[src/rtl/round_sequencer_if.sv]
// round_sequencer_if: handshake bundle between key decode, round timer and the game controller
interface round_sequencer_if;
  logic       start;
  logic       key_valid;
  logic       key_hit;
  logic       timer_cout;
  logic       gameState;
  logic       timer_init;
  logic [3:0] roundTime;
  logic       new_target;
  logic [7:0] score;
  logic [1:0] lives;
  logic [2:0] level;
  logic       game_over;
  modport master (
    output start, key_valid, key_hit, timer_cout,
    input  gameState, timer_init, roundTime, new_target, score, lives, level, game_over
  );
  modport slave (
    input  start, key_valid, key_hit, timer_cout,
    output gameState, timer_init, roundTime, new_target, score, lives, level, game_over
  );
endinterface

[src/rtl/round_sequencer.sv]
// round_sequencer: arms the round timer, judges key presses against expiry, tracks score/lives/level
module round_sequencer #(
  parameter int START_TIME       = 9,
  parameter int MIN_TIME         = 3,
  parameter int LIVES            = 3,
  parameter int ROUNDS_PER_LEVEL = 4,
  parameter int GAP_CYCLES       = 8
) (
  input logic               clk,
  input logic               INIT,
  round_sequencer_if.slave  bus
);
  localparam logic [2:0] IDLE = 3'd0;
  localparam logic [2:0] ARM  = 3'd1;
  localparam logic [2:0] PLAY = 3'd2;
  localparam logic [2:0] GAP  = 3'd3;
  localparam logic [2:0] OVER = 3'd4;

  logic [2:0] r_state;
  logic [3:0] r_round_cnt;
  logic [7:0] r_gap_cnt;
  logic       r_first;
  logic       r_game_state;
  logic       r_timer_init;
  logic       r_new_target;
  logic [3:0] r_round_time;
  logic [7:0] r_score;
  logic [1:0] r_lives;
  logic [2:0] r_level;
  logic       r_game_over;
  logic       w_hit;
  logic       w_miss;
  logic       w_level_up;

  assign w_hit      = bus.key_valid && bus.key_hit;
  assign w_miss     = bus.key_valid || (bus.timer_cout && !r_first);
  assign w_level_up = r_round_cnt == 4'(ROUNDS_PER_LEVEL - 1);

  // game FSM with all outputs registered; a round ends on the same edge that scores it
  always_ff @(posedge clk or posedge INIT) begin
    if (INIT) begin
      r_state      <= IDLE;
      r_round_cnt  <= '0;
      r_gap_cnt    <= '0;
      r_first      <= 1'b0;
      r_game_state <= 1'b0;
      r_timer_init <= 1'b0;
      r_new_target <= 1'b0;
      r_round_time <= 4'(START_TIME);
      r_score      <= '0;
      r_lives      <= 2'(LIVES);
      r_level      <= '0;
      r_game_over  <= 1'b0;
    end else begin
      r_timer_init <= 1'b0;
      r_new_target <= 1'b0;
      case (r_state)
        IDLE, OVER: if (bus.start) begin
          r_state      <= ARM;
          r_score      <= '0;
          r_lives      <= 2'(LIVES);
          r_level      <= '0;
          r_round_time <= 4'(START_TIME);
          r_round_cnt  <= '0;
          r_timer_init <= 1'b1;
          r_new_target <= 1'b1;
          r_game_over  <= 1'b0;
        end
        ARM: begin
          r_state      <= PLAY;
          r_game_state <= 1'b1;
          r_first      <= 1'b1;
        end
        PLAY: begin
          r_first <= 1'b0;
          if (w_hit) begin
            r_state      <= GAP;
            r_game_state <= 1'b0;
            r_gap_cnt    <= '0;
            r_score      <= (r_score == 8'hFF) ? r_score : r_score + 8'd1;
            r_round_cnt  <= w_level_up ? 4'd0 : r_round_cnt + 4'd1;
            if (w_level_up) begin
              r_level      <= (r_level == 3'd7) ? r_level : r_level + 3'd1;
              r_round_time <= (r_round_time > 4'(MIN_TIME)) ? r_round_time - 4'd1 : 4'(MIN_TIME);
            end
          end else if (w_miss) begin
            r_state      <= (r_lives == 2'd1) ? OVER : GAP;
            r_game_over  <= r_lives == 2'd1;
            r_game_state <= 1'b0;
            r_gap_cnt    <= '0;
            r_lives      <= r_lives - 2'd1;
          end
        end
        GAP: if (r_gap_cnt == 8'(GAP_CYCLES - 1)) begin
          r_state      <= ARM;
          r_timer_init <= 1'b1;
          r_new_target <= 1'b1;
        end else begin
          r_gap_cnt <= r_gap_cnt + 8'd1;
        end
        default: r_state <= IDLE;
      endcase
    end
  end

  assign bus.gameState  = r_game_state;
  assign bus.timer_init = r_timer_init;
  assign bus.new_target = r_new_target;
  assign bus.roundTime  = r_round_time;
  assign bus.score      = r_score;
  assign bus.lives      = r_lives;
  assign bus.level      = r_level;
  assign bus.game_over  = r_game_over;
endmodule

[src/flat_wrapper.sv]
// flat-port wrapper written by rule: the top's interface ports become plain ports
module round_sequencer_flat 
#(
  parameter int START_TIME       = 9,
  parameter int MIN_TIME         = 3,
  parameter int LIVES            = 3,
  parameter int ROUNDS_PER_LEVEL = 4,
  parameter int GAP_CYCLES       = 8
)
  (clk, INIT, bus_start, bus_key_valid, bus_key_hit, bus_timer_cout, bus_gameState, bus_timer_init, bus_roundTime, bus_new_target, bus_score, bus_lives, bus_level, bus_game_over);
  round_sequencer_if bus_i ();
  input logic clk;
  input logic INIT;
  input wire logic [$bits(bus_i.start)-1:0] bus_start;
  input wire logic [$bits(bus_i.key_valid)-1:0] bus_key_valid;
  input wire logic [$bits(bus_i.key_hit)-1:0] bus_key_hit;
  input wire logic [$bits(bus_i.timer_cout)-1:0] bus_timer_cout;
  output wire logic [$bits(bus_i.gameState)-1:0] bus_gameState;
  output wire logic [$bits(bus_i.timer_init)-1:0] bus_timer_init;
  output wire logic [$bits(bus_i.roundTime)-1:0] bus_roundTime;
  output wire logic [$bits(bus_i.new_target)-1:0] bus_new_target;
  output wire logic [$bits(bus_i.score)-1:0] bus_score;
  output wire logic [$bits(bus_i.lives)-1:0] bus_lives;
  output wire logic [$bits(bus_i.level)-1:0] bus_level;
  output wire logic [$bits(bus_i.game_over)-1:0] bus_game_over;
  assign bus_i.start = bus_start;
  assign bus_i.key_valid = bus_key_valid;
  assign bus_i.key_hit = bus_key_hit;
  assign bus_i.timer_cout = bus_timer_cout;
  assign bus_gameState = bus_i.gameState;
  assign bus_timer_init = bus_i.timer_init;
  assign bus_roundTime = bus_i.roundTime;
  assign bus_new_target = bus_i.new_target;
  assign bus_score = bus_i.score;
  assign bus_lives = bus_i.lives;
  assign bus_level = bus_i.level;
  assign bus_game_over = bus_i.game_over;
  round_sequencer #(.START_TIME(START_TIME), .MIN_TIME(MIN_TIME), .LIVES(LIVES), .ROUNDS_PER_LEVEL(ROUNDS_PER_LEVEL), .GAP_CYCLES(GAP_CYCLES)) u_core (.clk(clk), .INIT(INIT), .bus(bus_i));
endmodule
[config.mk]
export PLATFORM = sky130hd
export DESIGN_NAME = round_sequencer_flat
export DESIGN_NICKNAME = d
export VERILOG_FILES = /design/src/rtl/round_sequencer_if.sv /design/src/rtl/round_sequencer.sv /design/src/flat_wrapper.sv
export SDC_FILE = /design/constraint.sdc
export NUM_CORES = 1
export LEC_CHECK = 0
export ABC_AREA = 1
export CORE_ASPECT_RATIO = 0.9
export CORE_MARGIN = 2
export CORE_UTILIZATION = 40
export DETAILED_ROUTE_END_ITERATION = 6
export SLEW_MARGIN = 20
export SYNTH_ARGS = -nofsm -noshare
export SYNTH_HDL_FRONTEND = slang
export SYNTH_SLANG_ARGS = --single-unit
[constraint.sdc]
create_clock -name clk -period 1.9 [get_ports clk]
set_clock_uncertainty 0.2 [all_clocks]
set_input_delay 0.19 -clock clk [delete_from_list [all_inputs] [get_ports clk]]
set_output_delay 0.19 -clock clk [all_outputs]
set_load 0.03 [all_outputs]
==> run metrics, run 1 <==
status=completed; worst path cell trace=clkdlybuf4s50_1; CTS H-tree lvls=2; synthesized flop and latch total=36; share of layout cells above drive strength 1=8.91%; gpl congestion=0.835; Area growth syn-to-layout=21.4%; met2 WL=1730 µm; Reg area=906 µm²; Max Cap Viol=0; TritonCTS clock tree=yes; pin count of the biggest net entering global routing=37; initial antenna violation count=0; synth warn=0; Syn Inst Count=270; TNS Setup=0 ps; Distinct cells, synth=29; GR Overflow Total=0; syn_area_per_cell=7.52 µm²; post-DR wirelength/cell=11.0 µm; Final Hold Viols=0; Die Y-Extent=71.6 µm; worst rel slew slack=78.9%; max frequency=0.546 GHz; Static Leak=1.22 nW; worst vdd ir=0.531 mV; number of I/O pins=27; remaining antenna violation count after routing=0; R2R Setup Slk=280 ps; Net Count, Synth=283; met1 wire length=2140 µm; vias per std cell=4.78; RSZ-0062 raised after global routing=false; post_cts resized=3; Synth async-reset ratio=100%; hpwl dp=2970 µm; Crit-path slowest cell=clkdlybuf4s50_1; Inserted Clock Buffers=5; die area=5660 µm²; register area share after synthesis=44.6%; pwr/cell area=1340 nW/µm²; Clock Tree Root=clkbuf_8; via count=1758; first drt pass iteration count=4; CTS max path bufs=2; WS Path Type=register to output pin; post-CTS setup repair buffer count=0; Core ar.=4860 µm²; vias in the first global route=1642; hold buffers post-CTS=0; footprint of the multi-input gates=985 µm²; initial DRC count=54; fin crit period=1830 ps; max layer used=met4; Worst Path Required=1510 ps; r2r startpoint=u_core.r_state[2]; row count=24; synthesized area=2030 µm²; global-route wire length before repair=7310 µm; Port Buffers=26; worst-skew pair later-pin latency=280 ps; Worst Hold Slack=51.9 ps; Worst Tran Pin Value=315 ps; nets=315; Crit Path Max Fanout=7; period utilization=96.3%; worst flop-to-flop path endpoint=u_core.bus.score[6]; crit end category=output pin; die width=79.1 µm; crit path DAT=1440 ps; Total Wirelength=4050 µm; hold crit path type=input pin to asynchronous set/reset pin; diode count=0; cell family with the largest share of critical-path delay=buffers and inverters; clock sinks=36; ys flop type=dfrtp_1; max-slew violation count=0; gr usage total=16.1%; Critical Path Source Type=register; CTS clock-pin slew for the worst setup and hold paths=70 ps; Max stage delay on crit path=710 ps; drt drc=0; Post-synth EDFFs=0; met3 wire length=128 µm; Fill cells=465; final setup fails=0; worst path bufs/invs=1; R2R depth=8; Initial Util=41.7%
## area by class of cell
| type | count | share of cell area (%) |
|---|---|---|
| Multi-Input combinational cell | 201 | 39.9 |
| Sequential cell | 36 | 36.8 |
| Timing Repair Buffer | 29 | 11.9 |
| Inverter | 29 | 4.42 |
| Clock buffer | 8 | 3.65 |
| Tap cell | 65 | 3.30 |
## state kept, by name, indices dropped and copies added, names as in the netlist, 2 cells and up
signal,cells
u_core.bus.score,8
u_core.bus.level,3
u_core.bus.lives,2
u_core.r_gap_cnt,8
u_core.bus.roundTime,4
u_core.r_round_cnt,4
u_core.r_state,3
## power breakdown
group          internal [mW]  leakage (nW)  total, mW  switching (mW)
clock                  0.296        0.0455      0.550           0.254
sequential              1.01         0.471       1.21           0.204
combinational          0.562         0.702       1.54           0.980
total                   1.87          1.22       3.31            1.44
## worst max-delay path by stage
stage               cells after the start                  end  slack [ps]           startpoint
floorplan                               8  u_core.bus.score[2]         210  u_core.bus.score[1]
global placement                        8  u_core.r_gap_cnt[6]         250        bus_key_valid
detailed placement                      8  u_core.r_gap_cnt[6]         190        bus_key_valid
CTS                                     1         bus_lives[1]          10  u_core.bus.lives[1]
global route                            1         bus_score[5]          10  u_core.bus.score[5]
finish                                  1         bus_score[5]          70  u_core.bus.score[5]
## layer usage
metal,GRT usage (%),vias to the layer above
met3,3.78,6
met2,25.1,22
met4,4.98,0
li1,-,925
met5,0,-
met1,22.4,805
## synth_stat cells (4+ instances only)
cell type   n  area [µm²]
nor2_1     22        82.6
dfstp_2     4         105
dfrtp_1    32         801
ha_1        7        87.6
o21ai_1     6        30.0
o21ai_0    17        85.1
nand3_1    20         100
nand2_1    97         364
o21bai_1    4        30.0
nand2_2     5        31.3
nand4_1     4        25.0
inv_1      28         105
## kinds of logic (layout without fill, tap and decap cells)
kind of cell | count (synthesis) | count (layout) | synth area share [%]
XOR/XNOR | 3 | 3 | 1.29
buffers and inverters | 33 | 66 | 6.90
adder cells (fa/ha/maj) | 7 | 7 | 4.31
AND/OR/NAND/NOR | 158 | 158 | 33.6
flip-flops | 36 | 36 | 44.6
AO/OA/AOI/OAI | 32 | 32 | 8.81
multiplexers | 1 | 1 | 0.493
## stage by stage
step	cells	util, %	worst slack [ps]	cell area (µm²)	power, mW
after floorplan	270	-	209	2030	2.32
after global placement	360	48.8	246	2380	2.79
final	368	50.7	69.9	2460	3.31
after CTS	368	50.6	13.6	2460	3.35
after global routing	368	50.7	11.2	2460	3.62
after detailed placement	360	48.8	193	2380	2.81
## cells in the final DEF, fill, tap and decap left out
| master | n |
|---|---|
| inv_1 | 28 |
| o21bai_1 | 4 |
| o31ai_1 | 1 |
| clkdlybuf4s50_1 | 22 |
| clkbuf_8 | 6 |
| ha_1 | 7 |
| nor2_4 | 1 |
| buf_12 | 1 |
| nand2_2 | 5 |
| nand3_1 | 20 |
| nand2_1 | 97 |
| a21oi_1 | 2 |
| o21ai_1 | 6 |
| clkbuf_1 | 2 |
| o21ai_2 | 1 |
| nor2_1 | 22 |
| or2_2 | 3 |
| dlymetal6s2s_1 | 1 |
| o21ai_0 | 17 |
| nand3b_1 | 2 |
| nor3_1 | 1 |
| inv_2 | 1 |
| xor2_1 | 2 |
| dfstp_2 | 4 |
| nor2_2 | 1 |
| dlygate4sd2_1 | 3 |
| nand4_1 | 4 |
| a21boi_0 | 1 |
| buf_4 | 2 |
| nand2_4 | 2 |
| mux2i_1 | 1 |
| xnor2_1 | 1 |
| dfrtp_1 | 32 |
No activity file was read; power rests on OpenSTA's default activity.
==> run 2, diff against run 1 <==
Settings changed: CORE_UTILIZATION 40 to 45, PLACE_DENSITY from default to 0.67, SKIP_CTS_REPAIR_TIMING from default to 1.
==> run 2 against run 1 <==
  * Via count shrank 1.1%
  * Sequential cell count did not move
  * Combinational power about the same
  * Register-to-register slack gained 30 ps
  * Core utilization rose by 5.3 points
  * Sequential share of layout area about the same
  * Clock power decreased by 5.3%
  * Die area decreased by 11%
  * First-iteration DRC count up 22%
  * Fmax increased by 1.4%
  * Cell count is 0.82% lower
  * Worst setup slack improved by 26 ps
==> run metrics, run 2 (same netlist as run 1, synthesis figures left out) <==
worst rel slew slack=78.9% (about the same); final setup fails=0 (unchanged); max-slew violation count=0 (unchanged); GR Overflow Total=0 (unchanged); pin count of the biggest net entering global routing=37 (unchanged); Core ar.=4400 µm² (-9.5%); Critical Path Source Type=register; max frequency=0.554 GHz (+1.4%); most common cell after layout, fill and taps aside=nand2_1; Max Cap Viol=0 (unchanged); Worst Tran Pin Value=315 ps (+0.00465 ps); diode count=0 (unchanged); cell family with the largest share of critical-path delay=buffers and inverters; Worst Path Required=1510 ps (about the same); Crit-path slowest cell=clkdlybuf4s50_1; Area growth syn-to-layout=21.4% (about the same); post-DR wirelength/cell=10.6 µm (-4.1%); Max stage delay on crit path=700 ps (about the same); global-route wire length before repair=6760 µm (-7.6%); via count=1739 (-1.1%); die width=74.8 µm (-5.4%); TritonCTS clock tree=yes; CTS clock-pin slew for the worst setup and hold paths=70 ps (about the same); Total Wirelength=3850 µm (-4.9%); nets=315 (unchanged); remaining antenna violation count after routing=0 (unchanged); Initial Util=46.1% (+4.4 points); drt drc=0 (unchanged); fin area=2470 µm² (about the same); Static Leak=1.26 nW (+3.2%); number of I/O pins=27 (unchanged); WS Path Type=register to output pin; gr usage total=17.6% (+1.5 points); worst path cell trace=clkdlybuf4s50_1; Final Hold Viols=0 (unchanged); CTS max path bufs=2 (unchanged); dpl cells=357 (-0.83%); initial DRC count=66 (+22%); Crit Path Max Fanout=6 (-1); row count=23 (-4.2%); period utilization=94.9% (-1.4 points); crit path DAT=1410 ps (-30 ps); crit end category=output pin; hold crit path type=input pin to asynchronous set/reset pin; worst path bufs/invs=1 (unchanged); fin cells=365 (-0.82%); CTS H-tree lvls=2 (unchanged); hpwl dp=2830 µm (-4.5%); die area=5070 µm² (-11%); worst vdd ir=0.552 mV (+3.9%); vias per std cell=4.76 (-0.27%); Cell Area, Placed=2370 µm² (-0.16%); Die Y-Extent=67.7 µm (-5.4%); RSZ-0062 raised after global routing=false; clock sinks=36 (unchanged); Inserted Clock Buffers=5 (unchanged); initial antenna violation count=0 (unchanged); gpl congestion=0.819 (-2.0%); pwr/cell area=1330 nW/µm² (-0.76%); vias in the first global route=1555 (-5.3%); worst-skew pair later-pin latency=290 ps (about the same); share of layout cells above drive strength 1=8.91% (unchanged); Clock Tree Root=clkbuf_8; Port Buffers=26 (unchanged); commonest non-fill, non-tap cells in the layout=nand2_1, dfrtp_1, inv_1; first drt pass iteration count=4 (unchanged); fin crit period=1800 ps (-26.1 ps); status=completed
run 2: final timing paths:
| kind | end | slack [ps] | cells past startpoint | from |
|---|---|---|---|---|
| min reg2reg | u_core.bus.game_over | 280 | 2 | u_core.bus.game_over |
| min in group clk | u_core.bus.game_over | 280 | 2 | u_core.bus.game_over |
| max in group asynchronous | u_core.bus.lives[0] | 1200 | 3 | INIT |
| min | u_core.r_state[0] | 50 | 3 | INIT |
| max reg2reg | u_core.bus.level[1] | 310 | 8 | u_core.r_state[2] |
| max | bus_roundTime[2] | 100 | 1 | u_core.bus.roundTime[2] |
run 2: worst min-delay path, cell delays in order:
cell and delay (ps):
clkdlybuf4s50_1 400, inv_1 90, buf_12 220
run 2: layout make-up:
cell class	instances	area (µm²)
clock inverter	1	5.00
clock buffer	7	76.3
inverter	29	109
timing repair buffer	29	308
sequential	36	906
fill	431	1940
tap	62	77.6
multi-input combinational	201	985
run 2: stage by stage:
stage | hold WS [ps] | setup TNS (ps) | utilization, % | worst slack, ps | power, mW
6_report | 50.6 | 0 | 56.0 | 96.0 | 3.28
5_1_grt | 79.3 | 0 | 56.0 | 26.8 | 3.59
4_1_cts | 57.0 | -61.7 | 55.7 | -28.1 | 3.33
3_5_place_dp | 272 | 0 | 53.9 | 235 | 2.80
3_3_place_gp | 278 | 0 | 53.9 | 246 | 2.77
2_1_floorplan | 154 | 0 | - | 209 | 2.32
run 2: report_power, final:
group | switching, mW | internal, mW
Combinational | 0.973 | 0.578
Clock | 0.264 | 0.257
Sequential | 0.200 | 1.01
Total | 1.44 | 1.85
run 2: layer usage:
layer / GRT usage, % / vias to the layer above / share of wire (%)
met2: 28.1 / 22 / 44
met3: 4.03 / 10 / 3.2
met4: 7.59 / 0 / 2.1
met5: 0 / - / 0
met1: 23.0 / 782 / 50
li1: - / 925 / -
==> run 3, diff against run 2 <==
Clock period 1.9 ns to 1.85 ns, I/O delays scaled along.
==> run 3 against run 2 <==
  * Clock power is 2% higher
  * Hold slack worse by 5.0 ps
  * Combinational power is 3% higher
  * Total power rose by 2.4%
  * Largest power group unchanged
  * Highest routed layer unchanged
==> run metrics, run 3 (same netlist as run 1, synthesis figures left out) <==
status=completed; Worst Path Required=1460 ps (-50 ps); most common cell after layout, fill and taps aside=nand2_1; via count=1725 (-0.81%); drt drc=0 (unchanged); pwr/cell area=1360 nW/µm² (+2.3%); Worst Tran Pin Value=316 ps (+0.460 ps); Area growth syn-to-layout=21.6%; Setup WS pre-CTS=179 ps (-56.0 ps); R2R depth=8 (unchanged); GR Overflow Total=0 (unchanged); worst rel slew slack=78.9% (about the same); max frequency=0.560 GHz; final setup fails=0 (unchanged); gr usage total=17.4% (-0.22 points); Port Buffers=26 (unchanged); number of I/O pins=27 (unchanged); period utilization=96.5%; RSZ-0062 raised after global routing=false; fin crit period=1790 ps; clock sinks=36 (unchanged); r2r startpoint=u_core.r_state[1]; CTS H-tree lvls=2 (unchanged); initial antenna violation count=0 (unchanged); global-route wire length before repair=6780 µm (+0.30%); crit path DAT=1400 ps (about the same); hold crit path type=input pin to asynchronous set/reset pin; worst path bufs/invs=1 (unchanged); die width=74.8 µm (unchanged); share of layout cells above drive strength 1=8.91% (unchanged); Static Leak=1.28 nW (+1.4%); initial DRC count=75 (+14%); Inserted Clock Buffers=5 (unchanged); row count=23 (unchanged); total power=3.36 mW (+2.4%); CTS clock-pin slew for the worst setup and hold paths=70 ps (about the same); Max stage delay on crit path=690 ps (about the same); remaining antenna violation count after routing=0 (unchanged); Critical Path Source Type=register; Levels on crit path=1 (unchanged); gpl congestion=0.806 (-1.6%); vias per std cell=4.73 (-0.81%); hpwl dp=2820 µm (-0.44%); R2R Setup Slk=260 ps (-50 ps); die area=5070 µm² (unchanged); Total Wirelength=3860 µm (+0.21%); crit end category=output pin; Initial Util=46.1% (unchanged); fin worst setup slack=64.0 ps (-32.0 ps); Crit-path slowest cell=clkdlybuf4s50_1; diode count=0 (unchanged); first drt pass iteration count=4 (unchanged); Clock Tree Root=clkbuf_8; Crit. Startpoint=u_core.bus.score[6]; Die Y-Extent=67.7 µm (unchanged); cell family with the largest share of critical-path delay=buffers and inverters; TritonCTS clock tree=yes; dpl cells=357 (unchanged); worst-skew pair later-pin latency=280 ps (about the same); post-layout util=56.1% (+0.057 points); WS Path Type=register to output pin; worst vdd ir=0.571 mV (+3.4%); Final Hold Viols=0 (unchanged); pin count of the biggest net entering global routing=37 (unchanged); Max Cap Viol=0 (unchanged); post-DR wirelength/cell=10.6 µm (+0.21%); max-slew violation count=0 (unchanged); fin cells=365 (unchanged); vias in the first global route=1583 (+1.8%); Crit Path Max Fanout=5 (-1); CTS max path bufs=2 (unchanged); worst path cell trace=clkdlybuf4s50_1; nets=315 (unchanged); Core ar.=4400 µm² (unchanged); commonest non-fill, non-tap cells in the layout=nand2_1, dfrtp_1, inv_1
## run 3: worst min-delay path, cell delays in order
cell             delay [ps]
clkdlybuf4s50_1         390
inv_1                    90
buf_12                  220
## run 3: final cells by class
type / count / area, µm²
fillers: 427 / 1930
multi-input cells: 201 / 985
flip-flops and latches: 36 / 906
repair buffers: 29 / 310
inverters: 29 / 109
well taps: 62 / 77.6
clock buffers: 7 / 76.3
clock inverters: 1 / 5.00
## run 3: per-stage QoR
step / hold WS [ps] / instance area (µm²) / TNS, ps
after floorplan: 149 / 2030 / 0
after global placement: 277 / 2370 / 0
after detailed placement: 273 / 2370 / 0
after CTS: 53.4 / 2450 / -235
after global routing: 94.2 / 2470 / 0
final: 45.6 / 2470 / 0
## run 3: final timing paths
path,endpoint
setup / recovery,bus_score[6]
hold / removal,u_core.bus.score[1]
setup reg to reg,u_core.r_gap_cnt[6]
hold reg to reg,u_core.bus.game_over
max in group asynchronous,u_core.bus.lives[0]
min in group clk,u_core.bus.game_over
## run 3: layer usage
layer / track usage, % / wire, µm
met5: 0 / 0
met2: 28.0 / 1750
met1: 23.9 / 1960
met3: 3.58 / 123
met4: 4.69 / 29
## run 3: report_power, final
part | switching [mW] | total [mW] | internal, mW | leakage, nW
registers | 0.205 | 1.24 | 1.04 | 0.471
clock network | 0.267 | 0.531 | 0.264 | 0.0422
logic | 0.997 | 1.59 | 0.591 | 0.762
